### src/rtl/mp_add_seq.sv
// Multi-precision add sequencer: streams WORDS 16-bit words, LSW first, through one external ripple_16 adder.
// Optional subtract mode is compiled in with `define MP_ADD_SEQ_SUB_EN (adds the sub port).
module mp_add_seq #(
    parameter int unsigned WORDS = 4
) (
    input  logic                   clk,
    input  logic                   rst_n,
    input  logic                   start,
    input  logic [16*WORDS-1:0]    a_in,
    input  logic [16*WORDS-1:0]    b_in,
    input  logic                   cin,
`ifdef MP_ADD_SEQ_SUB_EN
    input  logic                   sub,
`endif
    output logic                   busy,
    output logic                   done,
    output logic [16*WORDS-1:0]    sum_out,
    output logic                   cout_out,
    output logic [15:0]            add_a,
    output logic [15:0]            add_b,
    output logic                   add_cin,
    input  logic [15:0]            add_sum,
    input  logic                   add_cout
);

    localparam int unsigned WW = 16;
    localparam int unsigned IW = (WORDS > 1) ? $clog2(WORDS) : 1;

    typedef enum logic [1:0] {
        S_IDLE = 2'd0,
        S_RUN  = 2'd1,
        S_DONE = 2'd2
    } state_t;

    state_t                       state_q;
    state_t                       state_d;

    logic [WORDS-1:0][WW-1:0]     a_q;
    logic [WORDS-1:0][WW-1:0]     b_q;
    logic [WORDS-1:0][WW-1:0]     res_q;
    logic [WORDS-1:0][WW-1:0]     sum_q;
    logic [WORDS-1:0][WW-1:0]     sum_d;
    logic                         carry_q;
    logic                         carry_init;
    logic                         cout_q;
    logic [IW-1:0]                idx_q;
    logic                         last_c;
    logic                         sub_q;

    assign last_c   = (idx_q == IW'(WORDS - 1));
    assign sum_out  = sum_q;
    assign cout_out = cout_q;

`ifdef MP_ADD_SEQ_SUB_EN
    // Subtraction is A + ~B + 1, so the incoming carry is forced high.
    assign carry_init = sub ? 1'b1 : cin;
`else
    assign carry_init = cin;
`endif

    // State register
    always_ff @(posedge clk or negedge rst_n) begin
        if (!rst_n) begin
            state_q <= S_IDLE;
        end else begin
            state_q <= state_d;
        end
    end

    // Next-state logic; start outside IDLE is dropped, not queued
    always_comb begin
        state_d = state_q;
        case (state_q)
            S_IDLE:  if (start) state_d = S_RUN;
            S_RUN:   if (last_c) state_d = S_DONE;
            S_DONE:  state_d = S_IDLE;
            default: state_d = S_IDLE;
        endcase
    end

    // Output decode; adder is driven only from registers and only in RUN
    always_comb begin
        busy    = 1'b0;
        done    = 1'b0;
        add_a   = '0;
        add_b   = '0;
        add_cin = 1'b0;
        case (state_q)
            S_RUN: begin
                busy    = 1'b1;
                add_a   = a_q[idx_q];
                add_b   = sub_q ? ~b_q[idx_q] : b_q[idx_q];
                add_cin = carry_q;
            end
            S_DONE:  done = 1'b1;
            default: ;
        endcase
    end

    // Final word comes straight from the adder; lower words from res_q
    always_comb begin
        sum_d          = res_q;
        sum_d[WORDS-1] = add_sum;
    end

    // Operand, carry, index and result datapath
    always_ff @(posedge clk or negedge rst_n) begin
        if (!rst_n) begin
            a_q     <= '0;
            b_q     <= '0;
            res_q   <= '0;
            sum_q   <= '0;
            carry_q <= 1'b0;
            cout_q  <= 1'b0;
            idx_q   <= '0;
            sub_q   <= 1'b0;
        end else begin
            case (state_q)
                S_IDLE: begin
                    if (start) begin
                        a_q     <= a_in;
                        b_q     <= b_in;
                        carry_q <= carry_init;
                        idx_q   <= '0;
`ifdef MP_ADD_SEQ_SUB_EN
                        sub_q   <= sub;
`else
                        sub_q   <= 1'b0;
`endif
                    end
                end
                S_RUN: begin
                    res_q[idx_q] <= add_sum;
                    carry_q      <= add_cout;
                    if (last_c) begin
                        idx_q  <= '0;
                        sum_q  <= sum_d;
                        cout_q <= add_cout;
                    end else begin
                        idx_q  <= IW'(idx_q + IW'(1));
                    end
                end
                default: ;
            endcase
        end
    end

endmodule

### config.mk
export PLATFORM = sky130hd
export DESIGN_NAME = mp_add_seq
export DESIGN_NICKNAME = d
export VERILOG_FILES = /design/src/rtl/mp_add_seq.sv
export SDC_FILE = /design/constraint.sdc
export NUM_CORES = 1
export LEC_CHECK = 0
export BUFFER_PORTS_ARGS = -buffer_cell sky130_fd_sc_hd__buf_2
export CELL_PAD_IN_SITES_DETAIL_PLACEMENT = 0
export CELL_PAD_IN_SITES_GLOBAL_PLACEMENT = 1
export CORE_ASPECT_RATIO = 0.7
export CORE_MARGIN = 3
export CORE_UTILIZATION = 44
export CTS_CLUSTER_SIZE = 8
export DETAILED_ROUTE_END_ITERATION = 6
export PLACE_DENSITY = 0.89
export SLEW_MARGIN = 40
export SYNTH_ARGS = -nofsm -noshare
export SYNTH_HDL_FRONTEND = slang
export SYNTH_SLANG_ARGS = --single-unit
### constraint.sdc
create_clock -name clk -period 2.77 [get_ports clk]
set_input_delay 0.831 -clock clk [delete_from_list [all_inputs] [get_ports clk]]
set_output_delay 0.831 -clock clk [all_outputs]
set_load 0.005 [all_outputs]
==> results of run 1 <==
routing by layer:
metal	part of all wire (%)	global-route usage, %
met1	46	26.1
met2	45	28.7
met3	6.2	4.99
met4	2.1	5.58
met5	0.12	0
final timing paths:
path	from	end	slack [ns]	cells after the start
min in group clk	res_q[17]	sum_out[17]	0.49	1
setup / recovery	state_q[1]	add_a[2]	0.07	6
setup reg to reg	idx_q[0]	sum_out[53]	0.59	5
hold / removal	rst_n	b_q[46]	0.29	1
max in group asynchronous	rst_n	res_q[13]	1.77	2
hold reg to reg	res_q[17]	sum_out[17]	0.49	1
final cells by class:
cell class	instances	area, um^2
Clock buffer	39	943
Clock inverter	2	17.5
Timing Repair Buffer	279	1610
Multi-Input combinational cell	362	3950
Inverter	4	20.0
Fill cell	1864	9760
Sequential cell	246	6160
Tap cell	312	390
power groups by stage:
| stage | Combinational [mW] | Clock, mW | Sequential, mW |
|---|---|---|---|
| final | 6.17 | 3.80 | 6.50 |
| after global routing | 6.70 | 4.08 | 6.76 |
| after CTS | 6.08 | 3.91 | 6.53 |
| after detailed placement | 5.95 | 0 | 6.60 |
| after global placement | 5.80 | 0 | 6.53 |
| after floorplan | 4.17 | 0 | 6.27 |
logic make-up (layout without fill, tap and decap cells):
kind of cell             after synthesis  in the layout  share of synthesized area (%)
buffers and inverters                 42            324                           2.61
AO/OA/AOI/OAI                         38             38                           2.31
AND/OR/NAND/NOR                       15             15                          0.934
flip-flops                           246            246                           59.7
multiplexers                         305            305                           34.0
adder cells (fa/ha/maj)                4              4                          0.485
metrics by stage:
step | hold WS, ns | power, mW
floorplan | 0.469 | 10.4
global placement | 0.481 | 12.3
detailed placement | 0.487 | 12.6
CTS | 0.293 | 16.5
global route | 0.307 | 17.5
finish | 0.287 | 16.5
sequential cells by signal (all words and copies together) (netlist names):
name      cells
a_q          64
b_q          64
carry_q       1
cout_out      1
idx_q         2
res_q        48
state_q       2
sum_out      64
repair_timing:
action	CTS	global route
pin swaps	0	0
setup buffers	1	9
gates cloned	0	0
setup endpoints to repair	32	32
resized for setup	4	12
layout by cell type (no fill, tap or decap), drive strengths merged:
| cell | n |
|---|---|
| buf | 279 |
| nor2b | 1 |
| clkbuf | 39 |
| ha | 4 |
| mux2i | 64 |
| nand2b | 1 |
| nor2 | 1 |
| nand2 | 9 |
| nor4bb | 1 |
| a21oi | 1 |
| o31ai | 1 |
| nor3b | 1 |
| o21bai | 1 |
| o21ai | 2 |
| and2 | 1 |
| dfrtp | 246 |
| inv | 6 |
| a22oi | 1 |
| o22ai | 32 |
| mux2 | 241 |
worst max-delay path, delay by kind of cell, from the launching register on:
family,cells,cell delay [ns]
compound gates,1,0.22
flops,1,0.43
buf+inv,3,0.44
simple gates,2,0.27
==> reports/results.tsv, run 1 <==
metric	value	unit
num_antenna_cells	0	
setup_viol	0	
p_sw	4.97	mW
ant_nets	0	
hold_violations	0	
combPwrFrac	37.4	%
vias	6295	
hold_class	input port to async pin	
layout.cells.non_filler	1244	
postLayoutSetupSlackWorst	0.0674	ns
start_kind	flop	
sequentialPowerShare	39.5	%
pin_count	249	
wl_per_cell	18.8	um
clock_skew	0.0135	ns
synth_cell_types	26	
worstSkewPairLatency	0.49	ns
via_per_inst	5.06	
period_share	97.6	%
grt_pass1_vias	6663	
relSlewSlack	65.2	%
cp_slowest_cell	dfrtp_2	
ys.flop_type	dfrtp_1	
synthTopCellsByArea	dfrtp_1, mux2_2, mux2i_1, mux2_4, o22ai_1	
slew_violations	0	
yosysTopAreaCell	dfrtp_1	
grt_max_degree	63	
async_flop_share	100	%
criticalPathCategory	flop to output port	
crit_chain	nand2b_4, inv_6, nand2_1, buf_12, o22ai_1, buf_2	
grt_pass1_wl	37300	um
overflow	0	
min_period	2.70	ns
clk_path_buf_depth	3	
start_util	45.1	%
power_leakage	6.19	nW
dp_cells	1193	
io_buffers	248	
seq_area_frac_synth	59.7	%
cts_tree	yes	
max_stage_delay	0.43	ns
intPower	11.5	mW
pre_cts_ws	0.394	ns
drive_gt1_share	62.0	%
max-cap-violations	0	
yosysTopAreaCellShare	59.7	%
die_y	134	um
fin_util	57.3	%
cts_sinks	246	
arrival	1.87	ns
cts_made_buffers	36	
cts_hold_buf	0	
p_per_area	1260	nW/um^2
yosys_warnings	0	
synth_commonest_cells	dfrtp_1, mux2_2, mux2i_1	
synth_enable_flop_cells	0	
rows	46	
placedInstanceArea	12000	um^2
firstDrtPassIters	4	
clk_pin_slew	0.05	ns
fin_tns_setup	0	ns
tightest_slew	0.520	ns
p_clk_share	23.1	%
syn_to_final_growth	26.9	%
required	1.94	ns
dp_hpwl	16200	um
grt_use_total	18.6	%
syn_area_per_cell	15.9	um^2
wl	23400	um
fmax	370	MHz
die_x	189	um
yosysMostFrequentCell	dfrtp_1	
peakVddDrop	0.000729	V
final_nets	1082	
gp_congestion	0.810	
ys_ff_latch	246	
drtIter0Drc	168	
antenna_found_initial	3	
p_sw_share	30.2	%
drc	0	
outcome	finished, final reports clean	
fin_area	13100	um^2
design.core.area	22800	um^2
synth_fp_nets	803	
worstPathMaxFanout	32	
dieArea	25300	um^2
cts_root_buf	clkbuf_16	
cp-end-kind	output port	
synth_area	10300	um^2
synthCells	650	
htreeDepth	2	
No activity file was read; power rests on OpenSTA's default activity.
==> run 2: changes to the inputs <==
- BUFFER_PORTS_ARGS: -buffer_cell sky130_fd_sc_hd__buf_2 -> -buffer_cell sky130_fd_sc_hd__buf_4
==> reports/results.tsv, run 2 (same netlist as run 1, synthesis figures left out) <==
metric	value	unit
max_stage_delay	0.57	ns
highest_layer	met4	
path_common_cell	buf_4	
rr_endpoint	sum_out[49]	
intPower	12.0	mW
antenna_found_initial	0	
p_per_area	1250	nW/um^2
gp_congestion	0.802	
power_leakage	6.36	nW
clk_path_buf_depth	3	
max-cap-violations	0	
vias	6261	
rows	46	
r2r_start	idx_q[0]	
wirelength_met1	10800	um
cts_made_buffers	36	
final_nets	1079	
num_antenna_cells	0	
wl	24200	um
rsz0062_at_grt	true	
die_y	134	um
ant_nets	0	
wl_per_cell	19.5	um
fmax	373	MHz
dp_hpwl	16400	um
route.met3.wl	1630	um
slew_violations	0	
sequentialPowerShare	38.2	%
min_period	2.68	ns
postLayoutSetupSlackWorst	0.0889	ns
p_sw_share	29.6	%
start_util	45.1	%
layout.cells.non_filler	1239	
io_buffers	248	
clock_skew	0.0147	ns
required	1.94	ns
p_sw	5.05	mW
drive_gt1_share	61.9	%
grt_pass1_wl	38100	um
clk_pin_slew	0.05	ns
relSlewSlack	63.7	%
cts_sinks	246	
cp_slowest_cell	dfrtp_4	
outcome	finished, final reports clean	
cts_root_buf	clkbuf_16	
criticalPathCategory	flop to output port	
hold_violations	0	
peakVddDrop	0.000519	V
cp-end-kind	output port	
period_share	96.8	%
worstSkewPairLatency	0.49	ns
p_clk_share	22.1	%
syn_to_final_growth	32.5	%
r2r_slack	0.71	ns
grt_use_total	18.9	%
drc	0	
crit_family	flip-flops	
grt_pass1_vias	6827	
drtIter0Drc	267	
arrival	1.85	ns
pin_count	249	
grt_max_degree	77	
overflow	0	
start_kind	flop	
via_per_inst	5.05	
firstDrtPassIters	4	
whs	0.247	ns
die_x	189	um
worstPathMaxFanout	13	
tightest_slew	0.543	ns
hold_class	input port to async pin	
setup_viol	0	
reg2regPathDepth	5	
fillCellCount	1785	
htreeDepth	2	
dr_wl_met2	11400	um
cp_num_buf_inv	3	
combPwrFrac	39.7	%
pre_cts_ws	0.406	ns
final_common_cell	buf_4	
final_cell_mix	buf_4, dfrtp_1, mux2_2	
dp_cells	1189	
design.core.area	22800	um^2
cts_tree	yes	
dieArea	25300	um^2
crit_chain	buf_4, buf_4, mux2i_1, o22ai_1, buf_4	
cts_hold_buf	0	
==> run 2: cell types whose count changed in the layout (fill, tap and decap cells not counted) <==
cell,before,now
buf_12,9,8
mux2i_2,0,1
mux2i_1,64,63
buf_2,247,0
buf_4,20,265
inv_6,3,1
==> run 2: how the worst max path moves through the flow <==
stage | cells after the start | to | startpoint
final | 5 | add_a[0] | idx_q[0]
after global routing | 4 | add_b[0] | idx_q[0]
after CTS | 6 | add_a[1] | state_q[1]
after detailed placement | 6 | add_b[1] | state_q[1]
after global placement | 4 | add_a[9] | idx_q[0]
after floorplan | 5 | add_a[0] | idx_q[0]
==> run 2: worst reg2reg max path, stage by stage, from the launching register on <==
cell and delay [ns]:
dfrtp_4 0.57, buf_4 0.22, ha_1 0.26, nand2_4 0.16
buf_12 0.31, mux2_2 0.42
==> run 2: repair_timing <==
| item | in CTS | in global routing |
|---|---|---|
| gates resized for setup | 7 | 10 |
| endpoints found under the setup margin | 32 | 32 |
| buffers inserted | 1 | 10 |
==> run 2: cell type report <==
cell class	count	area, um^2	area share (%)
inverters	4	20.0	0.147
multi-input cells	362	3950	28.9
flip-flops and latches	246	6160	45.1
repair buffers	276	2190	16.0
clock buffers	39	943	6.91
well taps	312	390	2.86
==> run 2: metal layers <==
layer / vias up / track usage [%]
li1: 2899 / -
met1: 3152 / 25.5
met2: 173 / 30.5
met3: 37 / 5.20
met4: 0 / 4.96
met5: - / 0
==> run 2: through the flow <==
stage | util, % | area [um^2] | power, mW | setup TNS [ns]
after detailed placement | 54.9 | 12500 | 13.1 | 0
after CTS | 59.3 | 13500 | 17.1 | 0
final | 59.8 | 13700 | 17.1 | 0
after floorplan | - | 10300 | 10.4 | 0
after global placement | 54.9 | 12500 | 12.9 | 0
after global routing | 59.8 | 13700 | 18.1 | -0.0177
==> run 2: power groups by stage <==
stage / sequential [mW] / combinational, mW / clock (mW)
floorplan: 6.27 / 4.17 / 0
global placement: 6.53 / 6.38 / 0
detailed placement: 6.60 / 6.52 / 0
CTS: 6.54 / 6.68 / 3.88
global route: 6.75 / 7.31 / 4.04
finish: 6.51 / 6.77 / 3.77
==> run 3: changes to the inputs <==
- CORE_UTILIZATION: 44 -> 45
- PLACE_DENSITY: 0.89 -> 0.9
- clock period: 2.77 -> 3.2 ns (I/O delays scaled with it)
==> reports/results.tsv, run 3 (same netlist as run 1, synthesis figures left out) <==
metric	value	unit
cp-startpoint	idx_q[0]	
grt_pass1_vias	6829	
final_cell_mix	buf_4, dfrtp_1, mux2_2	
power_leakage	6.27	nW
crit_chain	buf_4, mux2i_1, o22ai_1, buf_4	
io_buffers	248	
path_common_cell	buf_4	
r2r_start	idx_q[0]	
fin_util	61.0	%
slew_violations	0	
clock_skew	0.0143	ns
min_period	3.06	ns
htreeDepth	2	
cts_tree	yes	
cts_made_buffers	36	
hold_violations	0	
drtIter0Drc	292	
p_per_area	1080	nW/um^2
outcome	finished, final reports clean	
clk_path_buf_depth	3	
via_per_inst	5.14	
intPower	10.2	mW
cp_num_buf_inv	2	
pin_count	249	
wirelength_met1	10500	um
dieArea	24800	um^2
fmax	327	MHz
combPwrFrac	37.9	%
wl	23200	um
firstDrtPassIters	4	
cp-end-kind	output port	
fin_area	13500	um^2
final_nets	1065	
vias	6275	
die_y	133	um
wl_per_cell	19.0	um
start_util	46.7	%
finalPower	14.5	mW
grt_pass1_wl	37300	um
worstSkewPairLatency	0.49	ns
overflow	0	
pre_cts_ws	0.657	ns
highest_layer	met4	
cp_slowest_cell	dfrtp_4	
arrival	2.10	ns
worstPathMaxFanout	33	
dp_hpwl	15900	um
postLayoutSetupSlackWorst	0.139	ns
p_sw	4.25	mW
cts_root_buf	clkbuf_16	
clk_pin_slew	0.05	ns
grt_max_degree	80	
num_antenna_cells	0	
route.met3.wl	1250	um
p_sw_share	29.4	%
max-cap-violations	0	
placedInstanceArea	12500	um^2
cts-resized-gates	0	
drive_gt1_share	60.2	%
rsz0062_at_grt	false	
criticalPathCategory	flop to output port	
syn_to_final_growth	30.5	%
hold_class	input port to async pin	
cts_sinks	246	
sequentialPowerShare	39.3	%
post_cts_buffers	0	
start_kind	flop	
ant_nets	0	
required	2.24	ns
p_clk_share	22.7	%
relSlewSlack	57.5	%
rows	45	
cts_hold_buf	0	
drc	0	
period_share	95.6	%
dr_wl_met2	10800	um
design.core.area	22100	um^2
die_x	187	um
final_common_cell	buf_4	
max_stage_delay	0.79	ns
peakVddDrop	0.000546	V
tightest_slew	0.637	ns
fin_tns_setup	0	ns
gp_congestion	0.770	
grt_use_total	18.7	%
antenna_found_initial	0	
setup_viol	0	
crit_family	flip-flops	
-- run 3: cell types whose count changed in the layout (fill, tap and decap cells not counted), moves of 2 or more --
cell	delta
buf_12	-3
buf_4	-9
dfrtp_1	+2
dfrtp_2	-2
o22ai_1	+8
o22ai_2	-8
-- run 3: final cells by class --
class	count	area (um^2)
multi-input combinational	362	3900
fill	1733	8620
tap	305	382
clock inverter	2	17.5
clock buffer	39	943
inverter	4	17.5
timing repair buffer	262	2040
sequential	246	6160
-- run 3: stage by stage --
step / hold WS [ns] / instances
final: 0.428 / 1220
after global routing: 0.453 / 1220
after CTS: 0.434 / 1220
after detailed placement: 0.489 / 1179
after global placement: 0.481 / 1179
after floorplan: 0.469 / 650
-- run 3: path summary, 6_finish.rpt --
path	to	slack, ns	depth (start not counted)
min in group clk	sum_out[43]	0.49	1
max in group asynchronous	a_q[29]	1.95	2
worst max register to register	sum_out[15]	0.94	4
worst max-delay path	add_b[10]	0.14	4
worst min-delay path	b_q[13]	0.43	1
worst min register to register	sum_out[43]	0.49	1
-- run 3: worst register-to-register path, cell delays in order, from the launching register on --
cell	delay (ns)
dfrtp_4	0.70
ha_1	0.36
nand2_4	0.35
buf_4	0.35
mux2_2	0.37
-- run 3: per-layer routing --
metal / vias up / track usage [%]
met1: 3184 / 25.4
met3: 52 / 4.85
met5: - / 0
met4: 0 / 6.29
met2: 164 / 29.6
li1: 2875 / -
-- run 3: power by group through the flow --
| stage | Clock (mW) | Combinational, mW | Sequential, mW |
|---|---|---|---|
| global route | 3.51 | 5.97 | 5.92 |
| finish | 3.29 | 5.49 | 5.69 |
| CTS | 3.38 | 5.58 | 5.71 |
| global placement | 0 | 5.42 | 5.68 |
| floorplan | 0 | 3.61 | 5.43 |
| detailed placement | 0 | 5.56 | 5.74 |
